File: src/rtl/el2_ifu_bp_upd_sched.sv
// el2_ifu_bp_upd_sched
// Schedules BHT counter updates from EXU mispredicts and TLU br0 commits onto
// the single shared read/write port of the IFU branch-predictor array.
// Fetch reads normally win the port; a starvation counter forces a write
// (and stalls the fetch read) after STARVE_LIM consecutive blocked cycles.
//
// Ports:
//   clock, reset                 core clock, synchronous active-high reset
//   io_mp_upd_*                  mispredict update (valid, index, way, hist)
//   io_br0_upd_*                 commit update (valid, index, way, hist)
//   io_rd_req                    fetch wants the array port this cycle
//   io_bpred_disable             predictor disabled: flush queue, block all
//   io_wr_en/index/way/hist      array write strobe and head-entry payload
//   io_rd_stall                  fetch read deferred for a forced write
//   io_q_count                   registered queue occupancy
//   io_overflow                  sticky: a mispredict update was lost
//   io_drop_cnt                  saturating count of dropped br0 updates
module el2_ifu_bp_upd_sched #(
  parameter int unsigned DEPTH      = 4,
  parameter int unsigned STARVE_LIM = 8
) (
  input  logic       clock,
  input  logic       reset,
  input  logic       io_mp_upd_valid,
  input  logic [6:0] io_mp_upd_index,
  input  logic       io_mp_upd_way,
  input  logic [1:0] io_mp_upd_hist,
  input  logic       io_br0_upd_valid,
  input  logic [6:0] io_br0_upd_index,
  input  logic       io_br0_upd_way,
  input  logic [1:0] io_br0_upd_hist,
  input  logic       io_rd_req,
  input  logic       io_bpred_disable,
  output logic       io_wr_en,
  output logic [6:0] io_wr_index,
  output logic       io_wr_way,
  output logic [1:0] io_wr_hist,
  output logic       io_rd_stall,
  output logic [2:0] io_q_count,
  output logic       io_overflow,
  output logic [7:0] io_drop_cnt
);

  localparam int unsigned EW = 10;               // {index[6:0], way, hist[1:0]}
  localparam int unsigned PW = $clog2(DEPTH);
  localparam int unsigned CW = PW + 1;
  localparam int unsigned SW = CW + 1;           // room for DEPTH + 1
  localparam int unsigned TW = 4;

  logic [EW-1:0] mem [DEPTH];
  logic [PW-1:0] wr_ptr, rd_ptr;
  logic [CW-1:0] count;
  logic [TW-1:0] starve_cnt;
  logic          overflow_q;
  logic [7:0]    drop_cnt_q;

  logic          empty, force_wr, write_ok, pop;
  logic          same_slot, mp_req, br_req, mp_push, br_push, mp_drop, br_drop;
  logic [SW-1:0] space;
  logic [CW-1:0] n_push;
  logic [EW-1:0] mp_entry, br_entry, head;

  // Port arbitration and push/drop decisions
  always_comb begin
    empty     = (count == '0);
    force_wr  = (starve_cnt == TW'(STARVE_LIM));
    write_ok  = !empty && !io_bpred_disable && (!io_rd_req || force_wr);
    pop       = write_ok;

    mp_entry  = {io_mp_upd_index, io_mp_upd_way, io_mp_upd_hist};
    br_entry  = {io_br0_upd_index, io_br0_upd_way, io_br0_upd_hist};
    head      = mem[rd_ptr];

    // Same index/way in one cycle: the mispredict value supersedes the commit
    same_slot = io_mp_upd_valid && io_br0_upd_valid &&
                (io_mp_upd_index == io_br0_upd_index) &&
                (io_mp_upd_way == io_br0_upd_way);
    mp_req    = io_mp_upd_valid && !io_bpred_disable;
    br_req    = io_br0_upd_valid && !io_bpred_disable && !same_slot;

    // Slot freed by this cycle's pop is reusable on the same edge
    space     = SW'(DEPTH) - SW'(count) + SW'(pop);
    mp_push   = mp_req && (space != '0);
    br_push   = br_req && (space > SW'(mp_push));
    mp_drop   = mp_req && !mp_push;
    br_drop   = br_req && !br_push;
    n_push    = CW'(mp_push) + CW'(br_push);
  end

  // Queue pointers, occupancy, starvation and loss accounting
  always_ff @(posedge clock) begin
    if (reset) begin
      wr_ptr     <= '0;
      rd_ptr     <= '0;
      count      <= '0;
      starve_cnt <= '0;
      overflow_q <= 1'b0;
      drop_cnt_q <= '0;
    end else if (io_bpred_disable) begin
      wr_ptr     <= '0;
      rd_ptr     <= '0;
      count      <= '0;
      starve_cnt <= '0;
    end else begin
      wr_ptr <= wr_ptr + PW'(n_push);
      rd_ptr <= rd_ptr + PW'(pop);
      count  <= count + n_push - CW'(pop);

      if (pop || empty)
        starve_cnt <= '0;
      else if (io_rd_req && !force_wr)
        starve_cnt <= starve_cnt + TW'(1);

      if (mp_drop)
        overflow_q <= 1'b1;
      if (br_drop && (drop_cnt_q != 8'hff))
        drop_cnt_q <= drop_cnt_q + 8'd1;
    end
  end

  // Entry storage; mp always lands first when both push together
  always_ff @(posedge clock) begin
    if (!reset && !io_bpred_disable) begin
      if (mp_push) begin
        mem[wr_ptr] <= mp_entry;
        if (br_push)
          mem[wr_ptr + PW'(1)] <= br_entry;
      end else if (br_push) begin
        mem[wr_ptr] <= br_entry;
      end
    end
  end

  // Write port driven straight from the head entry; zeroed while empty
  always_comb begin
    io_wr_en    = write_ok;
    io_wr_index = empty ? 7'd0 : head[9:3];
    io_wr_way   = empty ? 1'b0 : head[2];
    io_wr_hist  = empty ? 2'd0 : head[1:0];
    io_rd_stall = force_wr && !empty && !io_bpred_disable;
    io_q_count  = 3'(count);
    io_overflow = overflow_q;
    io_drop_cnt = drop_cnt_q;
  end

endmodule

File: config.mk
export PLATFORM = sky130hd
export DESIGN_NAME = el2_ifu_bp_upd_sched
export DESIGN_NICKNAME = d
export VERILOG_FILES = /design/src/rtl/el2_ifu_bp_upd_sched.sv
export SDC_FILE = /design/constraint.sdc
export NUM_CORES = 1
export LEC_CHECK = 0
export ABC_AREA = 1
export BUFFER_PORTS_ARGS = -buffer_cell sky130_fd_sc_hd__buf_2
export CORE_ASPECT_RATIO = 1.75
export CORE_MARGIN = 2
export CORE_UTILIZATION = 57
export DETAILED_ROUTE_END_ITERATION = 7
export GPL_ROUTABILITY_DRIVEN = 0
export PLACE_DENSITY_LB_ADDON = 0.08
export SYNTH_ARGS = -nofsm -noshare
export SYNTH_HDL_FRONTEND = slang
export SYNTH_SLANG_ARGS = --single-unit
File: constraint.sdc
create_clock -name clock -period 6 [get_ports clock]
set_input_delay 0.9 -clock clock [delete_from_list [all_inputs] [get_ports clock]]
set_output_delay 0.9 -clock clock [all_outputs]
set_load 0.005 [all_outputs]
==> out/metrics.yaml, run 1 <==
ff2ff_path_depth: 26
numPortBuffers: 49
synth_top_cell_by_area: "sky130_fd_sc_hd__edfxtp_1"
ant_nets: 0
part_of_the_yosys_area_used_for_sequential_elements: 0.456
dpl_worst_slack_ns: 0.912
synthesis.nets: 476
timing.critical_path.fanout_max: 4
syn-cell-area_mm2: 0.00351
remaining_drc_errors: 0
standby_leakage_power_nw: 1.64
die_height_um: 108
vias: 3016
clock_tree.root_cell: "sky130_fd_sc_hd__clkbuf_8"
start_kind: "input pin"
timing.clock.skew_ns: 0.00853
synth_simple_gate_area_frac: 0.239
final_layout_size_suffix_gt1_frac: 0.172
setup_slack_ns: 1.28
critical_path_arrival_ns: 4.95
synthXorXnorAreaFrac: 0.0275
setup.worst_path.class: "input pin to flip-flop"
routed_via_density: 5.34
maxSlewViolCount: 0
initial_core_util: 0.592
number_of_antenna_violations_at_the_first_check_in_global_routing: 0
finish.utilization: 0.663
synth_compound_gate_area_share: 0.139
run_status: "completed"
area.growth.synth_to_final_pct: 11.9
post_cts_hold_buffer_count: 0
clock.fmax_mhz: 212
asyncSetResetFlopFracSynth: 0
synth_top_family_by_area: "simple AND/OR/NAND/NOR gates"
avgSynthCellArea_um2: 8.05
worstHoldPathCells: 2
num-fill-cells: 556
ys_warn_count: 0
post-route-cell-area_mm2: 0.00393
holdPathEnd: "io_overflow$_SDFFE_PP0P_"
multi_input_area_mm2: 0.00163
clock_sinks: 60
placement.cell_area_mm2: 0.00377
die_ar_mm2: 0.00682
post_cts_resized: 0
grt_pass1_wl_mm: 13.0
timing_worst_slew_pin_value_ns: 0.841
num_antenna_cells: 0
synth_flop_cell: "sky130_fd_sc_hd__edfxtp_1"
maxSlewHeadroom: 0.438
synthMuxAreaShare: 0.00856
dp_hpwl_mm: 5.86
cts.htree.levels: 3
drtPass1Iterations: 5
routed_wl_mm: 8.08
area.sequential_mm2: 0.00160
grt_setup_unrepaired: "no"
final_hold_viol_count: 0
cellPowerDensity_mw_per_mm2: 229
worst_min_path_start: "io_overflow$_SDFFE_PP0P_"
synthAdderAreaFrac: 0.0521
floorplan.core_area_mm2: 0.00593
worst_r2r_startpoint: "starve_cnt[0]$_SDFFE_PP0P_"
insertion_delay_ns: 0.34
timing.reg2reg.setup_slack_ns: 1.28
synth.lib_cells_used.distinct: 34
crit_path_start: "io_rd_req"
vdd.ir_drop.worst_v: 0.000181
finish.cell_count_without_fillers: 565
worst_ep_required_time_ns: 6.23
syn_inst: 436
timing.setup.tns_ns: 0
synth_edf_count: 40
worst_r2r_endpoint: "io_q_count[2]$_SDFF_PP0_"
post_dr_wirelength_cell_um: 14.3
netlist_top_cells_count: "sky130_fd_sc_hd__nand2_1 (92), sky130_fd_sc_hd__nor2_1 (61), sky130_fd_sc_hd__o21ai_0 (54), sky130_fd_sc_hd__inv_1 (42), sky130_fd_sc_hd__edfxtp_1 (40)"
grt_pass1_vias: 2924
yosys_register_bits: 60
timing.critical_path.to_type: "flip-flop"
groute.usage.overall: 0.254
yosys-top-cells-area: "sky130_fd_sc_hd__edfxtp_1 (34%), sky130_fd_sc_hd__dfxtp_1 (11%), sky130_fd_sc_hd__nand2_1 (9.8%)"
grt_max_degree: 23
worst_hold_path_type: "flip-flop to flip-flop"
num-nets-final: 522
finalWorstPathRequiredPeriod_ns: 4.72
chipWidth_um: 63.3
post_place_cells: 549
post-cts-setup-buffers: 0
finalCritPeriodShare: 0.787
yosys.cell_count.top_type: "sky130_fd_sc_hd__nand2_1"
clk_path_buf_depth: 2
max_cap_violations: 0
post-synth-top-area-fraction: 0.342
clock_pin_slew_reported_for_the_worst_setup_and_hold_paths_after_clock_tree_synthesis_ns: 0.06
final-setup-viol-count: 0
clock_buffer_count_from_cts: 9
io_pins: 50
row_count: 37
initialDrtViolationCount: 191
globalRoute.totalOverflow: 0
cts_tree: "built"
## routing by layer
layer	up-vias	global-route usage	share of wire
met2	81	0.491	0.55
li1	1529	-	-
met3	17	0.0617	0.049
met4	0	0.148	0.027
met1	1389	0.234	0.37
met5	-	0	0
## cells in the final DEF, fill, tap and decap left out, types with 2 or more instances in the layout
cell type | Yosys | routed
sky130_fd_sc_hd__nand2_1 | 92 | 92
sky130_fd_sc_hd__nor2_1 | 61 | 61
sky130_fd_sc_hd__o21ai_0 | 54 | 54
sky130_fd_sc_hd__buf_2 | 0 | 49
sky130_fd_sc_hd__inv_1 | 42 | 42
sky130_fd_sc_hd__edfxtp_1 | 40 | 40
sky130_fd_sc_hd__a21oi_1 | 21 | 21
sky130_fd_sc_hd__dfxtp_1 | 20 | 20
sky130_fd_sc_hd__o21ai_1 | 16 | 16
sky130_fd_sc_hd__ha_1 | 13 | 13
sky130_fd_sc_hd__nand4_1 | 9 | 9
sky130_fd_sc_hd__clkbuf_8 | 0 | 9
sky130_fd_sc_hd__nand3_1 | 7 | 7
sky130_fd_sc_hd__xor2_1 | 7 | 7
sky130_fd_sc_hd__nor2_4 | 4 | 4
sky130_fd_sc_hd__inv_2 | 4 | 4
sky130_fd_sc_hd__xnor2_1 | 4 | 4
sky130_fd_sc_hd__clkbuf_1 | 6 | 4
sky130_fd_sc_hd__nor3_1 | 3 | 3
sky130_fd_sc_hd__nor2_2 | 3 | 3
sky130_fd_sc_hd__mux2i_1 | 3 | 3
sky130_fd_sc_hd__clkinv_2 | 0 | 3
sky130_fd_sc_hd__a21oi_2 | 2 | 2
sky130_fd_sc_hd__clkinv_1 | 2 | 2
sky130_fd_sc_hd__nand2_2 | 2 | 2
sky130_fd_sc_hd__nand3_4 | 2 | 2
sky130_fd_sc_hd__or2_2 | 2 | 2
sky130_fd_sc_hd__buf_4 | 6 | 2
## cells by family after synthesis
kind of cell | count (synthesis)
AO/OA/AOI/OAI | 95
flip-flops | 60
adder cells (fa/ha/maj) | 14
multiplexers | 3
buffers and inverters | 64
XOR/XNOR | 11
AND/OR/NAND/NOR | 189
## state kept, by name, summed over array words and instances, names as in the netlist
register	cells
starve_cnt	4
io_q_count	3
io_overflow	1
io_drop_cnt	8
rd_ptr	2
wr_ptr	2
mem	40
## stage by stage
stage / total power, W / hold slack (ns)
global placement: 0.000609 / 0.436
detailed placement: 0.000613 / 0.443
floorplan: 0.000558 / 0.430
finish: 0.000898 / 0.457
global route: 0.000935 / 0.482
CTS: 0.000904 / 0.458
## where the power goes
group	total [W]	internal (W)	switching, W
Combinational	0.000144	0.0000536	0.0000904
Clock	0.000295	0.000148	0.000147
Sequential	0.000460	0.000453	0.00000673
## final cells by class
cell class              instances  share of cell area
repair buffers                 51              0.0663
clock buffers                  13              0.0354
inverters                      48              0.0459
multi-input cells             312               0.416
clock inverters                 3             0.00382
flip-flops and latches         60               0.408
well taps                      78              0.0249
## critical path: stages
cell and delay, ns:
sky130_fd_sc_hd__buf_2 0.11, sky130_fd_sc_hd__o21a_1 0.10, sky130_fd_sc_hd__nor3_1 0.33, sky130_fd_sc_hd__inv_1 0.09, sky130_fd_sc_hd__ha_1 0.20, sky130_fd_sc_hd__inv_1 0.07, sky130_fd_sc_hd__ha_1 0.23, sky130_fd_sc_hd__a21oi_2 0.14
sky130_fd_sc_hd__nand3_1 0.14, sky130_fd_sc_hd__nand3_1 0.15, sky130_fd_sc_hd__inv_1 0.08, sky130_fd_sc_hd__ha_1 0.26, sky130_fd_sc_hd__or2_2 0.27, sky130_fd_sc_hd__nand3_1 0.14, sky130_fd_sc_hd__and3_2 0.21, sky130_fd_sc_hd__ha_1 0.25
sky130_fd_sc_hd__ha_1 0.28, sky130_fd_sc_hd__inv_1 0.06, sky130_fd_sc_hd__ha_1 0.13, sky130_fd_sc_hd__inv_1 0.05, sky130_fd_sc_hd__fa_1 0.38, sky130_fd_sc_hd__xor2_1 0.17, sky130_fd_sc_hd__o21ai_0 0.16, sky130_fd_sc_hd__a21oi_1 0.05
## worst max path at each step
stage | endpoint | slack [ns] | cells after the start
6_report | io_q_count[2]$_SDFF_PP0_ | 1.28 | 24
5_1_grt | io_q_count[2]$_SDFF_PP0_ | 0.76 | 27
4_1_cts | io_q_count[2]$_SDFF_PP0_ | 1.28 | 26
3_5_place_dp | io_q_count[2]$_SDFF_PP0_ | 0.91 | 24
3_3_place_gp | io_q_count[2]$_SDFF_PP0_ | 1.12 | 24
2_1_floorplan | mem[0][0]$_DFFE_PP_ | 1.29 | 19
No activity file was read; power rests on OpenSTA's default activity.
==> run 2, diff against run 1 <==
==> constraint.sdc (replaced) <==
create_clock -name clock -period 4.8 [get_ports clock]
set_input_delay 0.72 -clock clock [delete_from_list [all_inputs] [get_ports clock]]
set_output_delay 0.72 -clock clock [all_outputs]
set_load 0.005 [all_outputs]
==> out/metrics.yaml, run 2 (synthesized netlist as in run 1, its figures left out) <==
vdd.ir_drop.worst_v: 0.000190  # +5.3%
chipWidth_um: 63.3  # unchanged
post_cts_hold_buffer_count: 0  # unchanged
initialDrtViolationCount: 98  # -49%
area.growth.synth_to_final_pct: 13.4
post_dr_wirelength_cell_um: 14.3  # about the same
num-nets-final: 525  # +0.57%
grt_pass1_vias: 2807  # -4.0%
clock_pin_slew_reported_for_the_worst_setup_and_hold_paths_after_clock_tree_synthesis_ns: 0.06  # about the same
largest_register: "mem"
worst_path_dominant_cell_family: "adder cells"
finalCritPeriodShare: 0.924
timing.critical_path.fanout_max: 4  # unchanged
grt_max_degree: 23  # unchanged
maxSlewViolCount: 0  # unchanged
critical_path_arrival_ns: 4.67  # -0.28 ns
largest_register_ffs: 40  # unchanged
finalWorstPathRequiredPeriod_ns: 4.43
standby_leakage_power_nw: 1.67  # +1.7%
clock_tree.root_cell: "sky130_fd_sc_hd__clkbuf_8"
hold_slack_ns: 0.450  # -0.00688 ns
crit_slowest_cell: "sky130_fd_sc_hd__fa_1"
cellPowerDensity_mw_per_mm2: 292  # +28%
critical_path_buffers_and_inverters: 6  # unchanged
routed_wl_mm: 8.12  # +0.52%
clock.fmax_mhz: 226
final_common_cell: "sky130_fd_sc_hd__nand2_1"
timing.clock.skew_ns: 0.00655  # -0.00197 ns
grt_pass1_wl_mm: 12.8  # -1.5%
routed_via_density: 5.38  # +0.86%
clock_sinks: 60  # unchanged
grt_setup_unrepaired: "no"
maxSlewHeadroom: 0.612  # +0.174
remaining_drc_errors: 0  # unchanged
final_hold_viol_count: 0  # unchanged
row_count: 37  # unchanged
clock_buffer_count_from_cts: 9  # unchanged
groute.usage.overall: 0.252  # -0.00195
final_layout_size_suffix_gt1_frac: 0.180  # +0.00711
worst_hold_path_type: "flip-flop to flip-flop"
timing_worst_slew_pin_value_ns: 0.581  # -0.260 ns
die_ar_mm2: 0.00682  # unchanged
insertion_delay_ns: 0.35  # about the same
cts.htree.levels: 3  # unchanged
final-setup-viol-count: 0  # unchanged
start_kind: "flip-flop"
numPortBuffers: 49  # unchanged
dp_hpwl_mm: 5.90  # +0.79%
setup.worst_path.class: "flip-flop to flip-flop"
vias: 3058  # +1.4%
initial_core_util: 0.592  # unchanged
floorplan.core_area_mm2: 0.00593  # unchanged
post_cts_resized: 0  # unchanged
max_cap_violations: 0  # unchanged
cts_tree: "built"
timing.critical_path.mode_cell: "sky130_fd_sc_hd__ha_1"
finish.utilization: 0.672  # +0.00908
globalRoute.totalOverflow: 0  # unchanged
clk_path_buf_depth: 2  # unchanged
run_status: "completed"
worst_ep_required_time_ns: 5.04  # -1.19 ns
timing.setup.tns_ns: 0  # unchanged
drtPass1Iterations: 4  # -1
cp_slowest_stage_delay_ns: 0.37  # about the same
io_pins: 50  # unchanged
num_antenna_cells: 0  # unchanged
ant_nets: 0  # unchanged
post-cts-setup-buffers: 0  # unchanged
timing.critical_path.to_type: "flip-flop"
layout_common_cells: "sky130_fd_sc_hd__nand2_1 (92), sky130_fd_sc_hd__nor2_1 (61), sky130_fd_sc_hd__o21ai_0 (54)"
number_of_antenna_violations_at_the_first_check_in_global_routing: 0  # unchanged
die_height_um: 108  # unchanged
[run 2: worst paths after layout]
path | from | endpoint | slack [ns] | cells after the start
max | starve_cnt[0]$_SDFFE_PP0P_ | io_q_count[2]$_SDFF_PP0_ | 0.37 | 26
min | io_overflow$_SDFFE_PP0P_ | io_overflow$_SDFFE_PP0P_ | 0.45 | 2
max reg2reg | starve_cnt[0]$_SDFFE_PP0P_ | io_q_count[2]$_SDFF_PP0_ | 0.37 | 26
min reg2reg | io_overflow$_SDFFE_PP0P_ | io_overflow$_SDFFE_PP0P_ | 0.45 | 2
[run 2: layout make-up]
cell class | count | area [µm²]
Inverter | 48 | 180
Sequential cell | 60 | 1600
Multi-Input combinational cell | 312 | 1630
Clock buffer | 14 | 163
Timing Repair Buffer | 54 | 295
Clock inverter | 2 | 10.0
Fill cell | 540 | 1950
Tap cell | 78 | 97.6
[run 2: tightest hold or removal path, delay by kind of cell, from the launching register on]
| family | cells | cell delay (ns) |
|---|---|---|
| buffers and inverters | 1 | 0.05 |
| AOI/OAI and AO/OA | 1 | 0.05 |
| DFF | 1 | 0.31 |
[run 2: layer usage]
| metal | vias up | GRT usage | share of wire |
|---|---|---|---|
| met5 | - | 0 | 0 |
| met1 | 1417 | 0.239 | 0.36 |
| li1 | 1542 | - | - |
| met3 | 15 | 0.0533 | 0.049 |
| met4 | 0 | 0.132 | 0.026 |
| met2 | 84 | 0.493 | 0.56 |
[run 2: stage by stage]
stage	instance area (µm²)	worst slack, ns	instances	total power [W]
finish	3980	0.367	568	0.00116
global route	3980	0.0708	568	0.00121
CTS	3980	0.361	568	0.00117
detailed placement	3810	0.201	552	0.000768
global placement	3810	0.268	552	0.000764
floorplan	3510	0.269	436	0.000697
[run 2: power by group]
group | leakage, nW | internal (W) | total [W] | switching, W
clock network | 0.0905 | 0.000214 | 0.000408 | 0.000194
logic | 1.06 | 0.0000679 | 0.000182 | 0.000114
registers | 0.523 | 0.000566 | 0.000573 | 0.00000688
==> run 3, diff against run 2 <==
--- a/config.mk
+++ b/config.mk
@@ -9,9 +9,8 @@
 export BUFFER_PORTS_ARGS = -buffer_cell sky130_fd_sc_hd__buf_2
 export CORE_ASPECT_RATIO = 1.75
 export CORE_MARGIN = 2
-export CORE_UTILIZATION = 57
+export CORE_UTILIZATION = 62
 export DETAILED_ROUTE_END_ITERATION = 7
-export GPL_ROUTABILITY_DRIVEN = 0
 export PLACE_DENSITY_LB_ADDON = 0.08
 export SYNTH_ARGS = -nofsm -noshare
 export SYNTH_HDL_FRONTEND = slang
==> constraint.sdc (replaced) <==
create_clock -name clock -period 5.7 [get_ports clock]
set_input_delay 0.855 -clock clock [delete_from_list [all_inputs] [get_ports clock]]
set_output_delay 0.855 -clock clock [all_outputs]
set_load 0.005 [all_outputs]
==> out/metrics.yaml, run 3 (synthesized netlist as in run 1, its figures left out) <==
finalWorstPathRequiredPeriod_ns: 4.74  # +0.307 ns
post_dr_wirelength_cell_um: 14.1  # -1.1%
num-nets-final: 522  # -0.57%
routed_wl_mm: 7.96  # -2.0%
maxSlewHeadroom: 0.431  # -0.181
final_layout_size_suffix_gt1_frac: 0.172  # -0.00711
routed_via_density: 5.35  # -0.63%
worstHoldPathCells: 2  # unchanged
hold_slack_ns: 0.455  # +0.00436 ns
numPortBuffers: 49  # unchanged
layout_common_cells: "sky130_fd_sc_hd__nand2_1 (92), sky130_fd_sc_hd__nor2_1 (61), sky130_fd_sc_hd__o21ai_0 (54)"
worst_min_path_start: "io_overflow$_SDFFE_PP0P_"
critical_path_arrival_ns: 4.97  # +0.30 ns
io_pins: 50  # unchanged
initialDrtViolationCount: 166  # +69%
number_of_antenna_violations_at_the_first_check_in_global_routing: 0  # unchanged
num-fill-cells: 470  # -13%
timing.clock.skew_ns: 0.00401  # -0.00254 ns
vias: 3012  # -1.5%
post-cts-setup-buffers: 0  # unchanged
power.clock.fraction: 0.339  # -0.012
power.net_switching_w: 0.000258  # -18%
worst_hold_path_type: "flip-flop to flip-flop"
final_hold_viol_count: 0  # unchanged
globalRoute.totalOverflow: 0  # unchanged
clock_pin_slew_reported_for_the_worst_setup_and_hold_paths_after_clock_tree_synthesis_ns: 0.06  # about the same
post_cts_resized: 0  # unchanged
final-setup-viol-count: 0  # unchanged
area.growth.synth_to_final_pct: 12.1
clock.fmax_mhz: 211  # -6.5%
cellPowerDensity_mw_per_mm2: 244  # -16%
clock_buffer_count_from_cts: 9  # unchanged
timing.critical_path.fanout_max: 4  # unchanged
combinationalPowerShare: 0.157  # about the same
run_status: "completed"
vdd.ir_drop.worst_v: 0.000188  # -1.3%
floorplan.core_area_mm2: 0.00550  # -7.3%
finalCritPeriodShare: 0.832  # -0.0919
largest_register_ffs: 40  # unchanged
max_cap_violations: 0  # unchanged
initial_core_util: 0.638  # +0.0464
cts.htree.levels: 3  # unchanged
finalPower_w: 0.000960  # -17%
timing_worst_slew_pin_value_ns: 0.852  # +0.270 ns
insertion_delay_ns: 0.34  # about the same
drtPass1Iterations: 5  # +1
maxSlewViolCount: 0  # unchanged
standby_leakage_power_nw: 1.64  # -1.5%
chipWidth_um: 60.9  # -3.9%
grt_max_degree: 23  # unchanged
clock_tree.root_cell: "sky130_fd_sc_hd__clkbuf_8"
ff2ff_path_depth: 26  # unchanged
grt_setup_unrepaired: "no"
num_antenna_cells: 0  # unchanged
holdPathEnd: "io_overflow$_SDFFE_PP0P_"
cts_tree: "built"
ant_nets: 0  # unchanged
row_count: 36  # -2.7%
grt_pass1_vias: 2857  # +1.8%
power.internal_w: 0.000702  # -17%
final_common_cell: "sky130_fd_sc_hd__nand2_1"
timing.setup.tns_ns: 0  # unchanged
die_ar_mm2: 0.00630  # -7.7%
routabilityCongestion: 0.800
worst_r2r_startpoint: "starve_cnt[0]$_SDFFE_PP0P_"
worst_r2r_endpoint: "io_q_count[2]$_SDFF_PP0_"
share_seq_of_total_power: 0.504  # +0.012
dp_hpwl_mm: 5.65  # -4.2%
die_height_um: 104  # -4.0%
setup.worst_path.class: "flip-flop to flip-flop"
clock_sinks: 60  # unchanged
grt_pass1_wl_mm: 12.6  # -1.7%
worst_ep_required_time_ns: 5.93  # +0.89 ns
netSwitchingFraction: 0.269  # -0.00185
groute.usage.overall: 0.271  # +0.0191
largest_register: "mem"
start_kind: "flip-flop"
post_cts_hold_buffer_count: 0  # unchanged
clk_path_buf_depth: 2  # unchanged
timing.critical_path.to_type: "flip-flop"
remaining_drc_errors: 0  # unchanged
timing.reg2reg.setup_slack_ns: 0.96  # +0.59 ns
-- run 3: cell types whose count changed in the layout (fill, tap and decap cells not counted) --
cell,previous run,this run
sky130_fd_sc_hd__buf_4,4,2
sky130_fd_sc_hd__clkbuf_8,11,10
sky130_fd_sc_hd__clkbuf_1,3,4
sky130_fd_sc_hd__buf_12,1,0
-- run 3: metrics by stage --
step / instances / utilization / area, µm² / worst slack, ns
6_report: 563 / 0.716 / 3930 / 0.960
5_1_grt: 563 / 0.716 / 3930 / 0.562
4_1_cts: 563 / 0.716 / 3930 / 0.957
3_5_place_dp: 547 / 0.686 / 3770 / 0.670
3_3_place_gp: 547 / 0.686 / 3770 / 0.867
2_1_floorplan: 436 / - / 3510 / 1.03
-- run 3: layer usage --
metal	vias to the layer above	wire length (µm)	GRT usage
li1	1530	-	-
met1	1384	3110	0.287
met2	88	4280	0.477
met3	10	468	0.0624
met4	0	108	0.129
met5	-	0	0
-- run 3: layout make-up --
class,instances,area [µm²],share of cell area
multi-input combinational,312,1630,0.415
sequential,60,1600,0.407
timing repair buffer,51,260,0.0662
inverter,48,180,0.0458
clock buffer,14,153,0.0388
tap,76,95.1,0.0242
clock inverter,2,10.0,0.00255
-- run 3: worst max path at each step --
| stage | from | to | slack [ns] | cells past startpoint |
|---|---|---|---|---|
| final | starve_cnt[0]$_SDFFE_PP0P_ | io_q_count[2]$_SDFF_PP0_ | 0.96 | 26 |
| after global routing | starve_cnt[0]$_SDFFE_PP0P_ | mem[0][4]$_DFFE_PP_ | 0.56 | 23 |
| after CTS | starve_cnt[0]$_SDFFE_PP0P_ | io_q_count[2]$_SDFF_PP0_ | 0.96 | 26 |
| after detailed placement | io_rd_req | io_q_count[2]$_SDFF_PP0_ | 0.67 | 24 |
| after global placement | io_rd_req | io_q_count[2]$_SDFF_PP0_ | 0.87 | 24 |
| after floorplan | io_rd_req | mem[0][0]$_DFFE_PP_ | 1.03 | 19 |
-- run 3: critical path, cell delays in order, from the launching register on --
cell	delay, ns
sky130_fd_sc_hd__dfxtp_1	0.34
sky130_fd_sc_hd__inv_1	0.07
sky130_fd_sc_hd__ha_1	0.14
sky130_fd_sc_hd__nand2_1	0.06
sky130_fd_sc_hd__o21a_1	0.18
sky130_fd_sc_hd__nor3_1	0.37
sky130_fd_sc_hd__inv_1	0.09
sky130_fd_sc_hd__ha_1	0.21
sky130_fd_sc_hd__inv_1	0.07
sky130_fd_sc_hd__ha_1	0.23
sky130_fd_sc_hd__a21oi_2	0.13
sky130_fd_sc_hd__nand3_1	0.11
sky130_fd_sc_hd__nand3_1	0.12
sky130_fd_sc_hd__inv_1	0.09
sky130_fd_sc_hd__ha_1	0.26
sky130_fd_sc_hd__or2_2	0.27
sky130_fd_sc_hd__nand3_1	0.16
sky130_fd_sc_hd__and3_2	0.22
sky130_fd_sc_hd__ha_1	0.26
sky130_fd_sc_hd__ha_1	0.28
sky130_fd_sc_hd__inv_1	0.06
sky130_fd_sc_hd__ha_1	0.14
sky130_fd_sc_hd__inv_1	0.05
sky130_fd_sc_hd__fa_1	0.37
sky130_fd_sc_hd__xor2_1	0.16
sky130_fd_sc_hd__o21ai_0	0.14
sky130_fd_sc_hd__a21oi_1	0.05
-- run 3: power by group through the flow --
stage	Combinational, W	Sequential [W]	Clock [W]
after floorplan	0.0000962	0.000491	0
after detailed placement	0.000151	0.000493	0
final	0.000151	0.000484	0.000326
after CTS	0.000152	0.000484	0.000330
after global placement	0.000147	0.000493	0
after global routing	0.000171	0.000485	0.000344
